--- src/rtl/instr_decode.sv ---
// instr_decode: RV32I instruction-decode stage with ID/EX pipeline register.
//
// Reads the 32x32 register file, generates immediates and control signals,
// detects load-use hazards and registers the decoded result into ID/EX.
//
// Ports:
//   clk, reset            rising-edge clock, synchronous active-high reset
//   instruction_in, PC_in IF/ID instruction and PC (instruction 0 = bubble)
//   PCSrc                 downstream taken branch/jump; flushes this stage
//   RegWrite_wb, rd_wb,   write-back port into the register file
//   wdata_wb
//   stall_out             combinational hold request to fetch (PCWrite)
//   *_out                 ID/EX pipeline register contents
//
// Build option: define RF_WB_BYPASS_EN to forward same-cycle write-back data
// onto the register-file read ports; otherwise such a read sees the old value.
module instr_decode #(
   parameter int unsigned RF_DEPTH = 32
) (
   input  logic        clk,
   input  logic        reset,
   input  logic [31:0] instruction_in,
   input  logic [31:0] PC_in,
   input  logic        PCSrc,
   input  logic        RegWrite_wb,
   input  logic [4:0]  rd_wb,
   input  logic [31:0] wdata_wb,
   output logic        stall_out,
   output logic [31:0] PC_out,
   output logic [31:0] rdata1_out,
   output logic [31:0] rdata2_out,
   output logic [31:0] imm_out,
   output logic [4:0]  rs1_out,
   output logic [4:0]  rs2_out,
   output logic [4:0]  rd_out,
   output logic [2:0]  funct3_out,
   output logic        funct7b5_out,
   output logic [1:0]  ALUOp_out,
   output logic [1:0]  ASrc_out,
   output logic        ALUSrc_out,
   output logic        MemRead_out,
   output logic        MemWrite_out,
   output logic        MemtoReg_out,
   output logic        RegWrite_out,
   output logic        Branch_out,
   output logic        Jump_out
);

   localparam logic [6:0] OpR      = 7'b0110011;
   localparam logic [6:0] OpIAlu   = 7'b0010011;
   localparam logic [6:0] OpLoad   = 7'b0000011;
   localparam logic [6:0] OpStore  = 7'b0100011;
   localparam logic [6:0] OpBranch = 7'b1100011;
   localparam logic [6:0] OpJal    = 7'b1101111;
   localparam logic [6:0] OpJalr   = 7'b1100111;
   localparam logic [6:0] OpLui    = 7'b0110111;
   localparam logic [6:0] OpAuipc  = 7'b0010111;

   typedef struct packed {
      logic [31:0] pc;
      logic [31:0] rdata1;
      logic [31:0] rdata2;
      logic [31:0] imm;
      logic [4:0]  rs1;
      logic [4:0]  rs2;
      logic [4:0]  rd;
      logic [2:0]  funct3;
      logic        funct7b5;
      logic [1:0]  alu_op;
      logic [1:0]  a_src;
      logic        alu_src;
      logic        mem_read;
      logic        mem_write;
      logic        mem_to_reg;
      logic        reg_write;
      logic        branch;
      logic        jump;
   } idex_t;

   logic [31:0] rf_q [RF_DEPTH];
   logic [31:0] rf_d [RF_DEPTH];
   idex_t       idex_q, idex_d, dec;

   logic [6:0]  opcode;
   logic [4:0]  rs1, rs2, rd;
   logic [31:0] rdata1, rdata2;
   logic        wb_wr_en;
   logic        hz;

   assign opcode   = instruction_in[6:0];
   assign rs1      = instruction_in[19:15];
   assign rs2      = instruction_in[24:20];
   assign rd       = instruction_in[11:7];
   assign wb_wr_en = RegWrite_wb && (rd_wb != 5'd0);

   // Register file next state; entry 0 is never written so x0 stays zero.
   always_comb begin
      rf_d = rf_q;
      if (reset) begin
         for (int i = 0; i < RF_DEPTH; i++) rf_d[i] = '0;
      end else if (wb_wr_en) begin
         rf_d[rd_wb] = wdata_wb;
      end
   end

   always_comb begin
      rdata1 = (rs1 == 5'd0) ? '0 : rf_q[rs1];
      rdata2 = (rs2 == 5'd0) ? '0 : rf_q[rs2];
`ifdef RF_WB_BYPASS_EN
      if (wb_wr_en && (rd_wb == rs1)) rdata1 = wdata_wb;
      if (wb_wr_en && (rd_wb == rs2)) rdata2 = wdata_wb;
`endif
   end

   // Opcode decode and immediate generation.
   always_comb begin
      dec          = '0;
      dec.pc       = PC_in;
      dec.rdata1   = rdata1;
      dec.rdata2   = rdata2;
      dec.rs1      = rs1;
      dec.rs2      = rs2;
      dec.rd       = rd;
      dec.funct3   = instruction_in[14:12];
      dec.funct7b5 = instruction_in[30];
      unique case (opcode)
         OpR: begin
            dec.reg_write = 1'b1;
            dec.alu_op    = 2'b10;
         end
         OpIAlu: begin
            dec.reg_write = 1'b1;
            dec.alu_src   = 1'b1;
            dec.alu_op    = 2'b11;
            dec.imm       = {{20{instruction_in[31]}}, instruction_in[31:20]};
         end
         OpLoad: begin
            dec.mem_read   = 1'b1;
            dec.mem_to_reg = 1'b1;
            dec.reg_write  = 1'b1;
            dec.alu_src    = 1'b1;
            dec.imm        = {{20{instruction_in[31]}}, instruction_in[31:20]};
         end
         OpStore: begin
            dec.mem_write = 1'b1;
            dec.alu_src   = 1'b1;
            dec.imm       = {{20{instruction_in[31]}}, instruction_in[31:25],
                             instruction_in[11:7]};
         end
         OpBranch: begin
            dec.branch = 1'b1;
            dec.alu_op = 2'b01;
            dec.imm    = {{19{instruction_in[31]}}, instruction_in[31], instruction_in[7],
                          instruction_in[30:25], instruction_in[11:8], 1'b0};
         end
         OpJal: begin
            dec.jump      = 1'b1;
            dec.reg_write = 1'b1;
            dec.a_src     = 2'b01;
            dec.imm       = {{11{instruction_in[31]}}, instruction_in[31],
                             instruction_in[19:12], instruction_in[20],
                             instruction_in[30:21], 1'b0};
         end
         OpJalr: begin
            dec.jump      = 1'b1;
            dec.reg_write = 1'b1;
            dec.alu_src   = 1'b1;
            dec.imm       = {{20{instruction_in[31]}}, instruction_in[31:20]};
         end
         OpLui: begin
            dec.reg_write = 1'b1;
            dec.alu_src   = 1'b1;
            dec.a_src     = 2'b10;
            dec.imm       = {instruction_in[31:12], 12'b0};
         end
         OpAuipc: begin
            dec.reg_write = 1'b1;
            dec.alu_src   = 1'b1;
            dec.a_src     = 2'b01;
            dec.imm       = {instruction_in[31:12], 12'b0};
         end
         default: ;
      endcase
   end

   // Load-use hazard: the load now in ID/EX targets a source of this instruction.
   // Source fields are compared raw, whether or not the opcode actually uses them.
   assign hz = idex_q.mem_read && (idex_q.rd != 5'd0) &&
               ((idex_q.rd == rs1) || (idex_q.rd == rs2));
   assign stall_out = hz && !PCSrc;

   always_comb begin
      idex_d = dec;
      if (reset || PCSrc || hz) idex_d = '0;
   end

   always_ff @(posedge clk) begin
      rf_q   <= rf_d;
      idex_q <= idex_d;
   end

   assign PC_out       = idex_q.pc;
   assign rdata1_out   = idex_q.rdata1;
   assign rdata2_out   = idex_q.rdata2;
   assign imm_out      = idex_q.imm;
   assign rs1_out      = idex_q.rs1;
   assign rs2_out      = idex_q.rs2;
   assign rd_out       = idex_q.rd;
   assign funct3_out   = idex_q.funct3;
   assign funct7b5_out = idex_q.funct7b5;
   assign ALUOp_out    = idex_q.alu_op;
   assign ASrc_out     = idex_q.a_src;
   assign ALUSrc_out   = idex_q.alu_src;
   assign MemRead_out  = idex_q.mem_read;
   assign MemWrite_out = idex_q.mem_write;
   assign MemtoReg_out = idex_q.mem_to_reg;
   assign RegWrite_out = idex_q.reg_write;
   assign Branch_out   = idex_q.branch;
   assign Jump_out     = idex_q.jump;

endmodule

--- config.mk ---
export PLATFORM = sky130hd
export DESIGN_NAME = instr_decode
export DESIGN_NICKNAME = d
export VERILOG_FILES = /design/src/rtl/instr_decode.sv
export SDC_FILE = /design/constraint.sdc
export NUM_CORES = 2
export LEC_CHECK = 0
export CORE_MARGIN = 2
export CORE_UTILIZATION = 40
export CTS_CLUSTER_SIZE = 12
export DETAILED_ROUTE_END_ITERATION = 12
export PLACE_DENSITY_LB_ADDON = 0.05
export REMOVE_ABC_BUFFERS = 1
export SLEW_MARGIN = 10
export SYNTH_ARGS = -nofsm -noshare
export SYNTH_HDL_FRONTEND = slang
export SYNTH_SLANG_ARGS = --single-unit
--- constraint.sdc ---
create_clock -name clk -period 2.7 [get_ports clk]
set_input_delay 0.27 -clock clk [delete_from_list [all_inputs] [get_ports clk]]
set_output_delay 0.27 -clock clk [all_outputs]
set_load 0.02 [all_outputs]
* Yosys cells after proc, flatten, opt, wreduce, memory -nomap -nowiden
Index checks and enable logic that the tools add are counted.
** Word-level totals
- Bits in registers :: 1181
- Bits of input ports :: 105
- Output and inout port bits :: 159
- Word-level logic and storage cells :: 106
** Cells by class
- $lt $le $gt $ge :: 4
- Equality and inequality tests :: 11
- Multiplexer cells :: 18
- Bitwise operators :: 3
- Reduce and logical (&&, ||, !) cells :: 21
** Operators with widths (number)
- 1024-bit bitwise mux :: 1
- 32-bit binary-select mux with 5-bit select :: 2
- 32-bit demux with 5-bit select :: 1
- 32-bit two-way mux :: 5
- 32-bit case mux with 5 select lines :: 1
- 7-bit by 6-bit == test with 1-bit output (second input constant) :: 3
- 7-bit == test (second input constant) :: 3
- 6-bit >= comparator (second input constant) :: 3
- 5-bit inverter with 6-bit output :: 3
- 7-bit by 5-bit == test with 1-bit output (second input constant) :: 2
- 5-bit == test :: 2
- 5-bit logical NOT :: 2
- 5-bit nonzero test :: 2
- 2-bit OR reduction :: 5
- 7-bit by 2-bit == test with 1-bit output (second input constant) :: 1
- 7-bit OR reduction :: 1
- 6-bit by 1-bit less-than comparator with 1-bit output (second input constant) :: 1
- 1-bit two-way mux :: 6
- 2-bit case mux with 3 select lines :: 1
- 6-bit OR reduction :: 1
- 1-bit logical AND :: 5
- 2-bit case mux with 2 select lines :: 1
- 1-bit logical OR :: 3
- 3-bit OR reduction :: 1
- 1-bit logical NOT :: 1

* Longest topological paths before layout
- Word-level depth :: 6
- Mapped depth :: 9
- Mapped depth without buffers :: 5

* Worst setup path after synthesis
No wires, ideal clock.
- Path kind :: flip-flop to flip-flop
- Start point :: register idex_q (netlist bit rd_out[1])
- End point :: register idex_q (netlist bit rdata1_out[11])
- Setup time :: 0.089 ns
- Arrival time :: 1.998 ns
- Required time :: 2.611 ns
- Path slack :: 0.613 ns
- Cell stages (with the launch flop) :: 8
- Buffers on the path :: 3
- Period minus slack after synthesis :: 2.087 ns
- Cells stage by stage :: dfxtp_1 or4_1 o21a_1 a211o_1 buf_2 buf_6 buf_6 nor4_2
** Between the ends
- Word-level cells in the longest chain between the ends :: 5
- Elaborated cells on any way between the ends :: 8
- Those cells by class :: eq/ne (2); reduce/logical (6)
** Ends and longest elaborated chain
- from (decl) :: line 82 : idex_t idex_q, idex_d, dec;
- from (signal assigned) :: line 199 : idex_q <= idex_d;
- 5-bit == test / 5-bit nonzero test (equally long branches) :: line 189, 188
- 1-bit logical OR / 1-bit logical AND (equally long branches) :: line 189, 188
- 1-bit logical AND (*) :: line 188 : assign hz = idex_q.mem_read && (idex_q.rd != 5'd0) &&
- 1-bit logical OR (*) :: line 194 : if (reset || PCSrc || hz) idex_d = '0;
- 2-bit OR reduction (no source line) (*)
Every way passes the cells marked *; elsewhere a longest branch is shown, timed or not.
A chain may end at the register's enable or synchronous reset.

* Final worst setup path
- Start point :: input instruction_in[20]
- End point :: register idex_q (netlist bit rdata2_out[15])
** Between the ends
- Word-level cells in the longest chain between the ends :: 5
- Elaborated cells on any way between the ends :: 10
- Those cells by class :: eq/ne (1); mux (3); bitwise (1); reduce/logical (5)
** Ends and longest elaborated chain
- from (decl) :: line 22 : input logic [31:0] instruction_in,
- parallel branches: the longest is 5 deep, another holds 32-bit binary-select mux with 5-bit select
Parallel ways; which one is timed is not known. The select of a mux whose other input is x is not followed.

==> flow_metrics.env <==
export IMPL_tritoncts_clock_tree="built"
export IMPL_synth_top_area_share_pct=41.7
export IMPL_placeableCoreArea_mm2=0.141
export IMPL_die_x_um=381
export IMPL_holdCritPathClass="input pin to flop"
export IMPL_cp_arrival_ps=3250
export IMPL_die_y_um=381
export IMPL_area_growth_syn_to_layout_pct=23.0
export IMPL_antenna_cells_inserted=0
export IMPL_most_common_cell_after_layout_fill_and_taps_aside="sky130_fd_sc_hd__nand2_1"
export IMPL_p_sw_mw=11.1
export IMPL_synth_simple_gate_area_share_pct=16.6
export IMPL_wl_per_cell_um=28.6
export IMPL_top_family_by_delay_on_critical_path="buffers and inverters"
export IMPL_finalPower_mw=41.9
export IMPL_number_of_sinks_driven_by_the_clock_tree=1181
export IMPL_met2_wirelength_um=114000
export IMPL_ys_ff_latch=1181
export IMPL_design_final_nets=7221
export IMPL_met3_length_um=22300
export IMPL_internal_power_mw=30.8
export IMPL_routed_via_count=54700
export IMPL_fin_crit_period_ps=2590
export IMPL_timing_clock_skew_ps=26.6
export IMPL_maximum_vdd_drop_uv=563
export IMPL_initial_core_util_pct=40.2
export IMPL_post_synth_inst_count=6921
export IMPL_layout_setup_ws_ps=106
export IMPL_synth_area_mm2=0.0567
export IMPL_htreeDepth=4
export IMPL_post_route_cells_drive_above_1_share_pct=11.3
export IMPL_drt_total_wl_um=261000
export IMPL_cap_viol_max_count=0
export IMPL_post_synth_xor_area_fraction_pct=0.154
export IMPL_postCtsSetupBuffers=0
export IMPL_maxSlewViolCount=0
export IMPL_grt_overflow_total=0
export IMPL_synthDominantAreaCellType="sky130_fd_sc_hd__dfxtp_1"
export IMPL_synth_mux_area_share_pct=18.1
export IMPL_ios=264
export IMPL_startpoint_type="input pin"
export IMPL_worstPathCellList="dlygate4sd3_1 > buf_8 > nor2_4 > buf_16 > a22o_1 > a221oi_1 > buf_4 > o22ai_1 > buf_4 > nor4_1"
export IMPL_drt_initial_drc_count=6360
export IMPL_path_clk_slew_ps=60
export IMPL_path_buf_inv=5
export IMPL_total_cell_area_at_the_placement_stage_mm2=0.0652
export IMPL_cp_slowest_cell="sky130_fd_sc_hd__nor2_4"
export IMPL_setup_viol=0
export IMPL_grt_pass1_wl_um=372000
export IMPL_clock_tree_buffer_depth=3
export IMPL_initial_antenna_violation_count=7
export IMPL_detailed_place_hpwl_um=169000
export IMPL_avgSynthCellArea_um2=8.20
export IMPL_ant_nets=0
export IMPL_buffer_ports_inserted=263
export IMPL_last_weighted_congestion_value_of_the_routability_driven_placer=0.897
export IMPL_synth_seq_area_share_pct=41.7
export IMPL_main_combinational_cell_family_by_area_after_synthesis="compound AO/OA/AOI/OAI gates"
export IMPL_clk_insertion_delay_late_ps=790
export IMPL_synth_cell_type_count=41
export IMPL_crit_required_ps=3350
export IMPL_synth_top_cells_by_area="sky130_fd_sc_hd__dfxtp_1, sky130_fd_sc_hd__mux2i_1, sky130_fd_sc_hd__nand2_1"
export IMPL_synth_compound_area_share_pct=18.5
export IMPL_ys_async_sr_fraction_pct=0
export IMPL_share_comb_of_total_power_pct=11.4
export IMPL_post_route_cell_area_mm2=0.0698
export IMPL_max_freq_mhz=385
export IMPL_worstMarginPinSlew_ps=1090
export IMPL_number_of_clock_buffers_inserted_by_tritoncts=141
export IMPL_final_hold_viol_count=0
export IMPL_synth_edff_count=0
export IMPL_grt_use_total_pct=34.7
export IMPL_route_detailed_vias_per_inst=6.01
export IMPL_synth_adder_area_share_pct=0
export IMPL_most_frequent_cell_on_the_critical_path="sky130_fd_sc_hd__buf_4"
export IMPL_pre_cts_slack_ps=-517
export IMPL_power_leakage_nw=25.4
export IMPL_fp_dieArea_mm2=0.145
export IMPL_max_stage_delay_ps=800
export IMPL_power_per_cell_area_mw_per_mm2=600
export IMPL_wl_met1_um=113000
export IMPL_cts_root_buffer_cell="sky130_fd_sc_hd__clkbuf_16"
export IMPL_sw_frac_of_total_pct=26.4
export IMPL_pin_count_of_the_biggest_net_entering_global_routing=96
export IMPL_detail_route_first_pass_iterations=7
export IMPL_grt_setup_unrepaired="false"
export IMPL_power_clock_fraction_pct=46.0
export IMPL_yosysWarnings=0
export IMPL_critPathKind="input pin to flop"
export IMPL_worst_r2r_setup_slack_ps=400
export IMPL_final_cell_mix="sky130_fd_sc_hd__nand2_1, sky130_fd_sc_hd__dfxtp_1, sky130_fd_sc_hd__mux2i_1"
export IMPL_top_routing_layer_used="met5"
export IMPL_critical_path_peak_fanout=13
export IMPL_seq_power_share_pct=42.5
export IMPL_final_period_utilization_pct=96.1
export IMPL_run_status="completed"
export IMPL_postSynth_topFlopCell="sky130_fd_sc_hd__dfxtp_1"
export IMPL_relSlewSlack_pct=27.4
export IMPL_endpoint_kind="flop"
export IMPL_first_global_vias=51600
export IMPL_rows=138
export IMPL_detail_route_drc_violations=0
-- layout make-up --
| cell class | count | area (µm²) |
|---|---|---|
| clock buffers | 204 | 4080 |
| clock inverters | 43 | 493 |
| fillers | 13500 | 71500 |
| inverters | 4 | 15.0 |
| multi-input cells | 5039 | 30700 |
| flip-flops and latches | 1181 | 23600 |
| well taps | 1890 | 2360 |
| repair buffers | 749 | 8510 |
-- power groups by stage --
stage               Sequential (mW)  Clock, mW  Combinational [mW]
finish                         17.8       19.3                4.79
global route                   17.8       20.2                4.94
CTS                            17.8       19.5                4.71
detailed placement             18.2          0                4.69
global placement               18.2          0                4.68
floorplan                      18.2          0                1.58
-- registers in the layout (all words and copies together), names as in the netlist --
register,cells
ALUOp_out,2
ALUSrc_out,1
ASrc_out,2
Branch_out,1
Jump_out,1
MemWrite_out,1
MemtoReg_out,1
PC_out,32
RegWrite_out,1
funct3_out,3
funct7b5_out,1
imm_out,32
rd_out,5
rdata1_out,32
rdata2_out,32
rf_q,1024
rs1_out,5
rs2_out,5
-- per-layer routing --
metal	global-route usage, %	vias up
li1	-	24600
met1	47.4	26900
met2	53.5	2691
met3	6.45	594
met4	14.3	6
met5	0	-
-- synth_stat cells, drive strengths merged, types with 5 or more instances --
| cell type | count |
|---|---|
| clkbuf | 558 |
| xnor2 | 10 |
| a22o | 256 |
| o22ai | 129 |
| nor4 | 67 |
| nand3 | 13 |
| dfxtp | 1181 |
| nor2 | 58 |
| mux2i | 1024 |
| nand2b | 5 |
| nand2 | 2059 |
| a21oi | 1016 |
| buf | 139 |
| nor3 | 9 |
| nor2b | 39 |
| a221oi | 256 |
| and2 | 59 |
-- worst register-to-register path, stage by stage, from the launching register on --
cell	delay (ps)
sky130_fd_sc_hd__dfxtp_2	350
sky130_fd_sc_hd__or4_1	500
sky130_fd_sc_hd__o21a_2	260
sky130_fd_sc_hd__a211o_4	470
sky130_fd_sc_hd__buf_12	260
sky130_fd_sc_hd__nor4_1	350
-- stage by stage --
step | utilization, % | TNS, ps | cells | hold WS (ps)
floorplan | - | -203920 | 6224 | 339
global placement | 46.1 | -5160 | 8860 | 454
detailed placement | 46.1 | -6120 | 8860 | 459
CTS | 49.4 | 0 | 9109 | 8.77
global route | 49.4 | 0 | 9110 | 33.6
finish | 49.4 | 0 | 9110 | 60.1
-- final timing paths --
| path | startpoint | cells past startpoint | end |
|---|---|---|---|
| worst max register to register | rd_out[2]$_SDFF_PP0_ | 5 | rdata2_out[17]$_SDFF_PP0_ |
| worst min-delay path | PC_in[20] | 2 | PC_out[20]$_SDFF_PP0_ |
| worst max-delay path | instruction_in[20] | 10 | rdata2_out[15]$_SDFF_PP0_ |
| worst min register to register | rf_q[630]$_SDFFE_PP0P_ | 2 | rf_q[630]$_SDFFE_PP0P_ |
-- cell families (layout without fill, tap and decap cells) --
kind of cell | after synthesis | after routing
buf+inv | 701 | 1000
xor+xnor | 10 | 10
flops | 1181 | 1181
compound gates | 1673 | 1673
mux | 1024 | 1024
simple gates | 2332 | 2332
-- timing repair --
item                                    4_1_cts  5_1_grt
endpoints found under the setup margin        1        1
gates resized for setup                       3        2
hold buffers                                  2        0
endpoints found under the hold margin        18        0
(Power assumes the default switching activity.)
